`src/rtl/multi_chan_disp_pkg.sv`:
```
// Shared types and reset constants for the multi-channel display block.
// Holds the scan-state enum and the reset values used by the capture and
// output registers.
package multi_chan_disp_pkg;

    typedef enum logic {
        MANUAL = 1'b0,
        AUTO   = 1'b1
    } scan_state_t;

    // Power-on pattern shown on the display before anything is captured.
    localparam logic [31:0] RST_DATA_DEF = 32'hAA5555AA;
    // Each blink-enable bit resets to 1 and each point bit resets to 0.
    localparam logic        BLINK_RST    = 1'b1;
    localparam logic        POINT_RST    = 1'b0;

endpackage

```
`src/rtl/multi_chan_disp_scan_timer.sv`:
```
// scan_timer: dwell counter for auto-scan.
// While run=1 the counter increments on each edge. tick is high
// (combinationally) in the cycle where the counter holds DWELL-1, and that
// same edge clears the counter. With run=0 the counter clears and tick stays
// low, so every new run starts a full dwell period.
// Ports: clk, rst (async active-high), run (count enable), tick (advance strobe).
module scan_timer
    import multi_chan_disp_pkg::*;
#(
    parameter int DWELL = 50_000_000
) (
    input  logic clk,
    input  logic rst,
    input  logic run,
    output logic tick
);
    localparam int              CW   = (DWELL > 2) ? $clog2(DWELL) : 1;
    localparam logic [CW-1:0]   LAST = CW'(DWELL - 1);

    logic [CW-1:0] r_cnt;

    assign tick = run && (r_cnt == LAST);

    always_ff @(posedge clk or posedge rst) begin
        if (rst)
            r_cnt <= '0;
        else if (!run || tick)
            r_cnt <= '0;
        else
            r_cnt <= r_cnt + 1'b1;
    end
endmodule

```
`src/rtl/multi_chan_disp.sv`:
```
// multi_chan_disp: selects one of NCH display channels onto registered outputs.
// Channel 0 is taken from capture registers loaded on EN; the other channels
// pass their input slices straight to the output mux. The shown channel is
// chosen by sel (manual) or, when built with MULTI_CHAN_DISP_AUTOSCAN_EN, by
// an auto-scan that advances every DWELL cycles while auto=1.
// Ports:
//   clk, rst        clock, async active-high reset
//   EN              capture strobe for channel-0 data/point/blink
//   sel, auto       manual channel select, auto-scan request
//   data_in, point_in, LES   packed per-channel inputs (channel c at c*W)
//   Disp_num, point_out, LE_out   registered outputs of the current channel
//   cur_ch          registered current channel index
//   scan_tick       one-cycle pulse, coincident with each auto-scan advance
// Build macro: MULTI_CHAN_DISP_AUTOSCAN_EN enables the auto-scan FSM and timer.
module multi_chan_disp
    import multi_chan_disp_pkg::*;
#(
    parameter int          NCH      = 8,
    parameter int          DW       = 32,
    parameter int          PW       = 8,
    parameter int          DWELL    = 50_000_000,
    parameter logic [31:0] RST_DATA = RST_DATA_DEF,
    localparam int         SW       = $clog2(NCH)
) (
    input  logic              clk,
    input  logic              rst,
    input  logic              EN,
    input  logic [SW-1:0]     sel,
    input  logic              auto,
    input  logic [NCH*DW-1:0] data_in,
    input  logic [NCH*PW-1:0] point_in,
    input  logic [NCH*PW-1:0] LES,
    output logic [DW-1:0]     Disp_num,
    output logic [PW-1:0]     point_out,
    output logic [PW-1:0]     LE_out,
    output logic [SW-1:0]     cur_ch,
    output logic              scan_tick
);
    localparam logic [DW-1:0] RST_VAL = DW'(RST_DATA);

    logic [DW-1:0] r_cap_data, r_disp, w_mux_data;
    logic [PW-1:0] r_cap_pt, r_cap_le, r_pt, r_le, w_mux_pt, w_mux_le;
    logic [SW-1:0] r_cur_ch;
    logic          w_sel_ok;

    // sel values naming a non-existent channel leave cur_ch unchanged.
    assign w_sel_ok = (32'(sel) < NCH);

    // Output mux: channel 0 is the capture registers, others are live slices.
    always_comb begin
        w_mux_data = r_cap_data;
        w_mux_pt   = r_cap_pt;
        w_mux_le   = r_cap_le;
        for (int c = 1; c < NCH; c++) begin
            if (r_cur_ch == SW'(c)) begin
                w_mux_data = data_in[c*DW +: DW];
                w_mux_pt   = point_in[c*PW +: PW];
                w_mux_le   = LES[c*PW +: PW];
            end
        end
    end

    always_ff @(posedge clk or posedge rst) begin
        if (rst) begin
            r_cap_data <= RST_VAL;
            r_cap_le   <= {PW{BLINK_RST}};
            r_cap_pt   <= {PW{POINT_RST}};
            r_disp     <= RST_VAL;
            r_le       <= {PW{BLINK_RST}};
            r_pt       <= {PW{POINT_RST}};
        end else begin
            if (EN) begin
                r_cap_data <= data_in[DW-1:0];
                r_cap_pt   <= point_in[PW-1:0];
                r_cap_le   <= LES[PW-1:0];
            end
            r_disp <= w_mux_data;
            r_pt   <= w_mux_pt;
            r_le   <= w_mux_le;
        end
    end

`ifdef MULTI_CHAN_DISP_AUTOSCAN_EN
    scan_state_t   r_state;
    logic          r_scan_tick;
    logic          w_run, w_tick;
    logic [SW-1:0] w_next_ch;

    // Counting stops on the exit edge so leaving AUTO never fires a tick.
    assign w_run     = (r_state == AUTO) && auto;
    assign w_next_ch = (r_cur_ch == SW'(NCH - 1)) ? '0 : r_cur_ch + 1'b1;

    scan_timer #(.DWELL(DWELL)) u_scan_timer (
        .clk  (clk),
        .rst  (rst),
        .run  (w_run),
        .tick (w_tick)
    );

    always_ff @(posedge clk or posedge rst) begin
        if (rst) begin
            r_state     <= MANUAL;
            r_cur_ch    <= '0;
            r_scan_tick <= 1'b0;
        end else begin
            r_scan_tick <= 1'b0;
            case (r_state)
                MANUAL: begin
                    if (auto)
                        r_state <= AUTO;
                    else if (w_sel_ok)
                        r_cur_ch <= sel;
                end
                AUTO: begin
                    if (!auto) begin
                        r_state <= MANUAL;
                        if (w_sel_ok)
                            r_cur_ch <= sel;
                    end else if (w_tick) begin
                        r_cur_ch    <= w_next_ch;
                        r_scan_tick <= 1'b1;
                    end
                end
                default: r_state <= MANUAL;
            endcase
        end
    end

    assign scan_tick = r_scan_tick;
`else
    logic w_unused_auto;
    assign w_unused_auto = auto;

    always_ff @(posedge clk or posedge rst) begin
        if (rst)
            r_cur_ch <= '0;
        else if (w_sel_ok)
            r_cur_ch <= sel;
    end

    assign scan_tick = 1'b0;
`endif

    assign Disp_num  = r_disp;
    assign point_out = r_pt;
    assign LE_out    = r_le;
    assign cur_ch    = r_cur_ch;
endmodule

```
`config.mk`:
```
export PLATFORM = sky130hd
export DESIGN_NAME = multi_chan_disp
export DESIGN_NICKNAME = d
export VERILOG_FILES = /design/src/rtl/multi_chan_disp_pkg.sv /design/src/rtl/multi_chan_disp_scan_timer.sv /design/src/rtl/multi_chan_disp.sv
export SDC_FILE = /design/constraint.sdc
export NUM_CORES = 1
export LEC_CHECK = 0
export ABC_CLOCK_PERIOD_IN_PS = 3600
export BUFFER_PORTS_ARGS = -buffer_cell sky130_fd_sc_hd__buf_2
export CORE_AREA = 2 2 173 175
export DETAILED_ROUTE_END_ITERATION = 8
export DIE_AREA = 0 0 175 177
export GPL_TIMING_DRIVEN = 0
export PLACE_DENSITY = 0.54
export SLEW_MARGIN = 40
export SYNTH_ARGS = -nofsm -noshare
export SYNTH_HDL_FRONTEND = slang
export SYNTH_HIERARCHICAL = 1
export SYNTH_SLANG_ARGS = --single-unit
export TNS_END_PERCENT = 1
```
`constraint.sdc`:
```
create_clock -name clk -period 3.6 [get_ports clk]
set_input_delay 1.08 -clock clk [delete_from_list [all_inputs] [get_ports clk]]
set_output_delay 1.08 -clock clk [all_outputs]
set_load 0.1 [all_outputs]
```
==> results of run 1 <==
## cells in the final DEF, fill, tap and decap left out, types with 2 or more instances in the layout
cell,count
a211oi_1,2
a21oi_1,39
a222oi_1,29
buf_2,460
buf_4,10
buf_6,10
clkbuf_1,18
clkbuf_16,9
clkbuf_2,2
clkinv_2,3
dfrtp_1,51
dfstp_2,48
inv_6,3
mux2_1,22
mux2_2,80
mux2i_1,73
mux4_2,14
nand2_1,44
nand2b_1,5
nand3_1,4
nor2b_1,6
o21a_1,29
o21ai_0,31
o21ai_1,30
o221ai_1,9
o22a_1,28
o22ai_1,10
## kinds of logic after synthesis
| logic type | count (synthesis) |
|---|---|
| other | 1 |
| DFF | 99 |
| muxes | 189 |
| and+or+nand+nor | 63 |
| buffers and inverters | 63 |
| AOI/OAI and AO/OA | 212 |
## per-layer routing
metal	part of all wire [%]	vias to the layer above	GRT usage, %
met3	6.1	35	3.50
met4	1.8	0	5.38
met1	42	3493	26.1
li1	-	3350	-
met2	50	335	36.3
met5	0	-	0
## power by group through the flow
stage	registers, mW	logic (mW)	clock network (mW)
2_1_floorplan	1.87	0.470	0
3_3_place_gp	1.35	1.46	0
3_5_place_dp	1.35	1.47	0
4_1_cts	1.33	1.47	1.02
5_1_grt	1.35	1.55	1.06
6_report	1.33	1.47	0.970
## final cells by class
| cell class | count | area [um^2] |
|---|---|---|
| multi-input combinational | 465 | 3940 |
| inverter | 2 | 15.0 |
| tap | 390 | 488 |
| buffer | 61 | 370 |
| timing repair buffer | 440 | 2220 |
| fill | 3138 | 19400 |
| clock buffer | 9 | 225 |
| sequential | 99 | 2540 |
| clock inverter | 7 | 48.8 |
## sequential cells by signal (all words and copies together), names as in the netlist
name        cells
Disp_num       32
r_cap_data     32
LE_out          8
point_out       8
r_cap_le        8
r_cap_pt        8
cur_ch          3
## stage by stage
stage                     std cells  TNS (ns)  cell area [um^2]  hold WS, ns
after detailed placement       1457         0              9570        0.490
after floorplan                 627         0              6850        0.475
after CTS                      1473         0              9840        0.509
after global placement         1456   -104.43              9540        0.488
after global routing           1473         0              9850        0.521
final                          1473         0              9850        0.508
## worst paths after layout
kind | from | to | slack [ns]
min | r_cap_data[9] | r_cap_data[9] | 0.51
max reg2reg | cur_ch[1] | Disp_num[17] | 1.21
min reg2reg | r_cap_data[9] | r_cap_data[9] | 0.51
min in group asynchronous | rst | Disp_num[4] | 0.71
max | cur_ch[1] | cur_ch[1] | 1.13
max in group asynchronous | rst | Disp_num[22] | 2.23
## cell usage after synthesis
master	number	area, um^2
mux2_2	80	901
mux2i_1	73	731
dfrtp_1	51	1280
dfstp_2	48	1260
nand2_1	44	165
a21oi_1	39	195
o21ai_0	31	155
o21ai_1	30	150
a222oi_1	29	290
o21a_1	29	218
o22a_1	28	245
mux2_1	22	248
buf_2	21	105
clkbuf_1	19	71.3
mux4_2	14	315
buf_4	10	75.1
buf_6	10	113
o22ai_1	10	62.6
o221ai_1	9	78.8
nor2b_1	6	37.5
nand2b_1	5	31.3
nand3_1	4	20.0
a211oi_1	2	15.0
a221o_1	1	10.0
a221oi_1	1	8.76
a31o_2	1	8.76
clkbuf_2	1	5.00
conb_1	1	3.75
inv_1	1	3.75
inv_2	1	3.75
nand4_1	1	6.26
nor2_2	1	6.26
nor3_1	1	5.00
o2111ai_1	1	8.76
o221a_2	1	11.3
or3b_1	1	8.76
==> run_results.csv, run 1 <==
group,metric,value,unit
synthesis,yosys_warnings,6,
global_routing,grt_first_pass_wirelength,46900,um
timing,worst_slack,1.13,ns
floorplan,rows,63,
pwr,powerDensity,382,nW/um^2
pwr,seqPwrFrac,35.3,%
pwr,p_int,2.24,mW
global_routing,antenna_found_initial,0,
min_path,min_path_type,"reg -> reg",
synthesis,avgSynthCellArea,10.9,um^2
setup_path,cpMaxStageDelayCell,"dfrtp_1",
synthesis,synth_compound_area_share,21.3,%
timing,worst_slew_pin_slew,0.771,ns
clock_network,cts_setup_buffers,0,
synthesis,muxShareOfSynthArea,32.0,%
setup_path,cp-end-kind,"output pin",
pwr,sw_frac_of_total,40.6,%
placement,dp_slack,1.06,ns
job,maxCapViolCount,0,
placement,gp_congestion,0.829,
pwr,p_comb_share,38.9,%
pwr,clkPwrFrac,25.8,%
setup_path,worst-setup-path-type,"reg -> out",
finish,syn2layout_area_growth,43.7,%
timing,setup_violations,0,
detailed_routing,drtIter0Drc,419,
timing,rsz0062_at_grt,"false",
clock_network,root_buffer,"clkbuf_16",
timing,hold_viol,0,
detailed_routing,final_antenna_net_count,0,
clock_network,cts_buffer_depth,2,
detailed_routing,vias,7213,
clock_network,cts_buffers,9,
finish,utilization,33.7,%
clock_network,htree_levels,3,
floorplan,die_w,175,um
setup_path,start_kind,"register",
clock_network,clock-sinks,99,
detailed_routing,drt_wl_total,32900,um
timing,fmax,405,MHz
clock_network,cts.clk_slew.worst_paths,0.08,ns
run_status,status,"complete, no violations",
placement,hpwlAfterDp,26200,um
pwr,total_power,3.76,mW
synthesis,synth_top_family_by_area,"multiplexers",
synthesis,synthCells,627,
floorplan,initial_core_util,23.4,%
clock_network,cts_tree,"done",
floorplan,io_pins,443,
timing,maxSlewViolCount,0,
synthesis,ys_seq_area_share,37.0,%
timing,relSlewSlack,48.6,%
synthesis,yosys.area_share.adder,0,%
synthesis,syn_nets,1018,
setup_path,cp_max_fo,7,
pwr,p_leak,4.59,nW
floorplan,core_area,29200,um^2
timing,finalClockSkew,0.0115,ns
detailed_routing,wl_per_cell,22.4,um
finish,nets,1469,
synthesis,synth_seq_cells,99,
setup_path,arrival,1.39,ns
setup_path,crit_cells,1,
setup_path,crit_path_cell_trace,"buf_2",
clock_network,cts_resized,0,
synthesis,synthSimpleGateAreaFrac,4.09,%
timing,period_share,68.6,%
min_path,whs_path_depth,1,
finish,antennaDiodeCount,0,
setup_path,critPathTopFamily,"flip-flops",
floorplan,die_area,31000,um^2
clock_network,cts_hold_buf,0,
detailed_routing,drc,0,
setup_path,critPathMaxStageDelay,0.54,ns
floorplan,die_y,177,um
timing,period_minus_slack,2.47,ns
setup_path,reg2regPathDepth,5,
pwr,ir_drop,0.166,mV
setup_path,cp.required,2.52,ns
synthesis,synthXorXnorAreaFrac,0,%
global_routing,grt_overflow,0,
clock_network,clock_latency,0.36,ns
synthesis,synth_cell_types,36,
detailed_routing,dr.pass1.iters,7,
detailed_routing,vias_per_cell,4.90,
placement,port_buffers,439,
global_routing,grt_usage,20.6,%
global_routing,grt_max_degree,56,
finish,final_layout_size_suffix_gt1_share,59.6,%
setup_path,worstPathBufferInverterCount,1,
pwr,power_switching,1.53,mW
synthesis,syn_area,6850,um^2
global_routing,first_global_vias,7422,
Power figures use the tool's default switching activity.
==> run 2: changes to the inputs <==
Settings changed: ABC_CLOCK_PERIOD_IN_PS 3600 to 2000.
Clock period 3.6 ns to 2 ns, I/O delays scaled along.
==> run_results.csv, run 2 (synthesized netlist as in run 1, its figures left out) <==
group,metric,value,unit
run_status,status,"complete, no violations",
clock_network,cts_hold_buf,0,
global_routing,grt-busiest-layer,"met2",
finish,final_common_cell,"buf_2",
placement,hpwlAfterDp,26200,um
detailed_routing,drt_wl_total,33200,um
placement,place_inst,1460,
finish,layout_common_cells,"456 x buf_2, 80 x mux2_2, 73 x mux2i_1",
timing,relSlewSlack,58.6,%
setup_path,start_kind,"register",
detailed_routing,vias,7297,
placement,place_area,9630,um^2
detailed_routing,drtIter0Drc,588,
floorplan,die_area,31000,um^2
detailed_routing,drc,0,
setup_path,cpMaxStageDelayCell,"dfstp_2",
setup_path,critPathTopFamily,"flip-flops",
clock_network,cts_buffer_depth,2,
timing,setup_violations,0,
setup_path,critPathMaxStageDelay,0.52,ns
setup_path,cp_max_fo,1,
floorplan,io_pins,443,
timing,rsz0062_at_grt,"false",
floorplan,die_w,175,um
floorplan,die_y,177,um
setup_path,worstPathBufferInverterCount,1,
min_path,min_path_type,"in -> async",
clock_network,clock_latency,0.36,ns
timing,finalClockSkew,0.0121,ns
setup_path,worst-setup-path-type,"reg -> out",
clock_network,root_buffer,"clkbuf_16",
finish,stdcell_area,9990,um^2
clock_network,cts_tree,"done",
finish,regArea,2540,um^2
global_routing,met2_usage,35.7,%
global_routing,grt_first_pass_wirelength,47500,um
clock_network,cts_buffers,9,
global_routing,globalRouteMet3Util,4.45,%
global_routing,antenna_found_initial,4,
global_routing,grt_overflow,0,
timing,maxSlewViolCount,0,
finish,nets,1472,
finish,multi_input_area,3960,um^2
timing,period_share,97.2,%
global_routing,first_global_vias,7547,
pwr,ir_drop,0.278,mV
setup_path,reg2reg_slack,0.08,ns
detailed_routing,wl_per_cell,22.5,um
pwr,powerDensity,683,nW/um^2
floorplan,initial_core_util,23.4,%
job,maxCapViolCount,0,
setup_path,cp.required,1.40,ns
finish,finalNonFillerCells,1477,
finish,syn2layout_area_growth,45.8,%
floorplan,rows,63,
timing,period_minus_slack,1.94,ns
global_routing,grt_use_met1,25.5,%
timing,worst_slew_pin_slew,0.621,ns
placement,gp_congestion,0.856,
finish,utilization,34.1,%
detailed_routing,dr.pass1.iters,6,
timing,setup-tns-final,0,ns
global_routing,grt_max_degree,25,
global_routing,grt_usage,20.7,%
floorplan,core_area,29200,um^2
pwr,p_leak,4.67,nW
clock_network,cts.clk_slew.worst_paths,0.08,ns
setup_path,cp-end-kind,"output pin",
clock_network,htree_levels,3,
setup_path,crit_path_cell_trace,"buf_2",
timing,fmax,514,MHz
detailed_routing,vias_per_cell,4.94,
placement,port_buffers,439,
finish,n_fill_cell,3075,
setup_path,arrival,1.34,ns
timing,hold_viol,0,
pwr,total_power,6.82,mW
detailed_routing,final_antenna_net_count,0,
clock_network,clock-sinks,99,
finish,final_layout_size_suffix_gt1_share,61.8,%
## run 2: changes by cell type in the layout (fill, tap and decap cells not counted), sizes merged
cell      previous run  this run
buf                481       485
clkbuf              29        30
clkinv               3         4
clkinvlp             1         2
diode                0         1
inv                  5         1
## run 2: repair_timing
item	CTS	global route
setup buffers	0	0
resized for setup	29	7
pin swaps	0	2
endpoints found under the setup margin	41	25
## run 2: power breakdown
| part | internal (mW) | total (mW) | switching (mW) | leakage (nW) |
|---|---|---|---|---|
| clock | 0.887 | 1.76 | 0.870 | 0.136 |
| sequential | 2.30 | 2.39 | 0.0891 | 1.09 |
| combinational | 0.893 | 2.67 | 1.77 | 3.45 |
## run 2: routing by layer
layer / up-vias / share of wire (%)
met2: 391 / 49
met3: 54 / 8.3
met1: 3504 / 40
met5: - / 0.054
li1: 3344 / -
met4: 4 / 2.7
## run 2: metrics by stage
| stage | hold WS (ns) | setup WS, ns |
|---|---|---|
| 2_1_floorplan | 0.475 | -0.235 |
| 3_3_place_gp | 0.493 | -0.644 |
| 3_5_place_dp | 0.492 | -0.306 |
| 4_1_cts | 0.229 | -0.00132 |
| 5_1_grt | 0.256 | 0.00105 |
| 6_report | 0.233 | 0.0559 |
## run 2: area by class of cell
class	count	share of cell area [%]
multi-input cells	465	39.7
flip-flops and latches	99	25.4
repair buffers	443	22.9
well taps	390	4.89
plain buffers	61	4.13
clock buffers	11	2.43
clock inverters	5	0.388
inverters	2	0.113
diodes	1	0.0251
## run 2: final timing paths
kind,cells after the start,start,to
setup / recovery,1,Disp_num[10],Disp_num[10]
hold / removal,2,rst,Disp_num[4]
setup reg to reg,5,cur_ch[0],Disp_num[4]
hold reg to reg,1,r_cap_pt[1],r_cap_pt[1]
max in group asynchronous,4,rst,r_cap_le[0]
min in group clk,1,sel[0],cur_ch[0]
==> run 3: changes to the inputs <==
Settings changed: CTS_BUF_LIST from default to sky130_fd_sc_hd__clkbuf_4, SETUP_SLACK_MARGIN from default to 0.3.
==> run_results.csv, run 3 (synthesized netlist as in run 1, its figures left out) <==
group,metric,value,unit
setup_path,cp.required,2.35,ns
detailed_routing,drt_wl_total,33200,um
global_routing,grt_overflow,0,
pwr,p_comb_share,45.1,%
clock_network,cts_tree,"done",
floorplan,rows,63,
pwr,power_switching,2.72,mW
clock_network,clock_latency,0.51,ns
timing,period_share,94.1,%
clock_network,root_buffer,"clkbuf_4",
timing,setup_violations,0,
placement,gp_congestion,0.869,
clock_network,htree_levels,3,
floorplan,initial_core_util,23.4,%
placement,hpwlAfterDp,26200,um
pwr,ir_drop,0.296,mV
pwr,powerDensity,620,nW/um^2
detailed_routing,dr.pass1.iters,6,
clock_network,cts_buffer_depth,2,
setup_path,cp-end-kind,"register",
global_routing,grt_first_pass_wirelength,47100,um
timing,whs,0.105,ns
global_routing,first_global_vias,7659,
pwr,total_power,6.41,mW
clock_network,cts.clk_slew.worst_paths,0.21,ns
finish,final_layout_size_suffix_gt1_share,62.1,%
timing,finalClockSkew,0.0415,ns
floorplan,die_y,177,um
timing,worst_slew_pin_slew,0.665,ns
detailed_routing,drc,0,
clock_network,cts_hold_buf,0,
global_routing,grt_max_degree,24,
timing,maxSlewViolCount,0,
run_status,status,"complete, no violations",
finish,layout_common_cells,"400 x buf_2, 80 x mux2_2, 73 x mux2i_1",
setup_path,cp_max_fo,10,
timing,relSlewSlack,55.7,%
timing,hold_viol,0,
clock_network,clock-sinks,99,
pwr,p_leak,4.80,nW
timing,period_minus_slack,1.88,ns
detailed_routing,drtIter0Drc,487,
timing,worst_slack,0.117,ns
finish,syn2layout_area_growth,50.9,%
placement,port_buffers,439,
floorplan,die_w,175,um
setup_path,worst-setup-path-type,"reg -> reg",
min_path,min_path_type,"in -> async",
setup_path,reg2reg_slack,0.12,ns
clock_network,cts_buffers,9,
floorplan,io_pins,443,
pwr,p_int,3.69,mW
floorplan,core_area,29200,um^2
timing,fmax,531,MHz
detailed_routing,final_antenna_net_count,0,
finish,final_common_cell,"buf_2",
pwr,sw_frac_of_total,42.5,%
detailed_routing,vias_per_cell,4.92,
floorplan,die_area,31000,um^2
setup_path,arrival,2.23,ns
pwr,seqPwrFrac,38.0,%
global_routing,antenna_found_initial,5,
timing,rsz0062_at_grt,"true",
global_routing,grt_usage,20.6,%
detailed_routing,vias,7316,
detailed_routing,wl_per_cell,22.4,um
setup_path,start_kind,"register",
pwr,clkPwrFrac,17.0,%
job,maxCapViolCount,0,
placement,dp_slack,-0.325,ns
finish,nets,1476,
## run 3: cell types whose count changed in the layout (fill, tap and decap cells not counted), moves of 5 or more
cell,delta
buf_4,+21
buf_8,+16
clkbuf_4,+20
buf_2,-56
clkbuf_16,-9
clkbuf_2,-8
diode_2,+5
buf_12,+11
buf_6,+8
## run 3: final cells by class
type	instances	area (um^2)
clock buffers	10	75.1
flip-flops and latches	99	2540
inverters	2	11.3
plain buffers	61	500
clock inverters	6	42.5
repair buffers	447	2690
fillers	3052	18900
well taps	390	488
multi-input cells	465	3980
diodes	6	15.0
## run 3: path summary, 6_finish.rpt
path | start | end | cells after the start
setup / recovery | cur_ch[2] | Disp_num[4] | 5
hold / removal | rst | Disp_num[4] | 2
setup reg to reg | cur_ch[2] | Disp_num[4] | 5
hold reg to reg | r_cap_data[15] | r_cap_data[15] | 1
max in group asynchronous | rst | LE_out[4] | 4
min in group clk | sel[2] | cur_ch[2] | 1
## run 3: critical path, stage by stage, from the launching register on
cell and delay, ns:
dfrtp_2 0.53, buf_8 0.18, buf_4 0.24, clkbuf_4 0.29, a21oi_1 0.09, a222oi_1 0.39
## run 3: layer usage
| metal | routed length, um | global-route usage [%] | part of all wire, % |
|---|---|---|---|
| met5 | 12 | 0 | 0.036 |
| met4 | 502 | 5.76 | 1.5 |
| met3 | 1970 | 3.76 | 5.9 |
| met2 | 16600 | 36.0 | 50 |
| met1 | 14100 | 26.0 | 43 |
## run 3: through the flow
stage	area [um^2]	TNS, ns	cells	utilization, %
4_1_cts	10300	0	1480	35.1
2_1_floorplan	6870	0	627	-
3_5_place_dp	9640	-7.56	1460	33.0
6_report	10300	0	1486	35.4
5_1_grt	10300	0	1484	35.3
3_3_place_gp	9550	-51.46	1456	32.7
## run 3: power groups by stage
stage,Clock [mW],Combinational [mW],Sequential (mW)
final,1.09,2.89,2.43
after global routing,1.22,3.04,2.46
after CTS,1.14,2.89,2.44
after detailed placement,0,2.66,2.44
after global placement,0,2.63,2.43
after floorplan,0,0.848,3.37
## run 3: repair_timing
| item | CTS | global route |
|---|---|---|
| pin swaps | 2 | 4 |
| endpoints found under the setup margin | 99 | 99 |
| setup buffers | 4 | 0 |
| resized for setup | 152 | 22 |
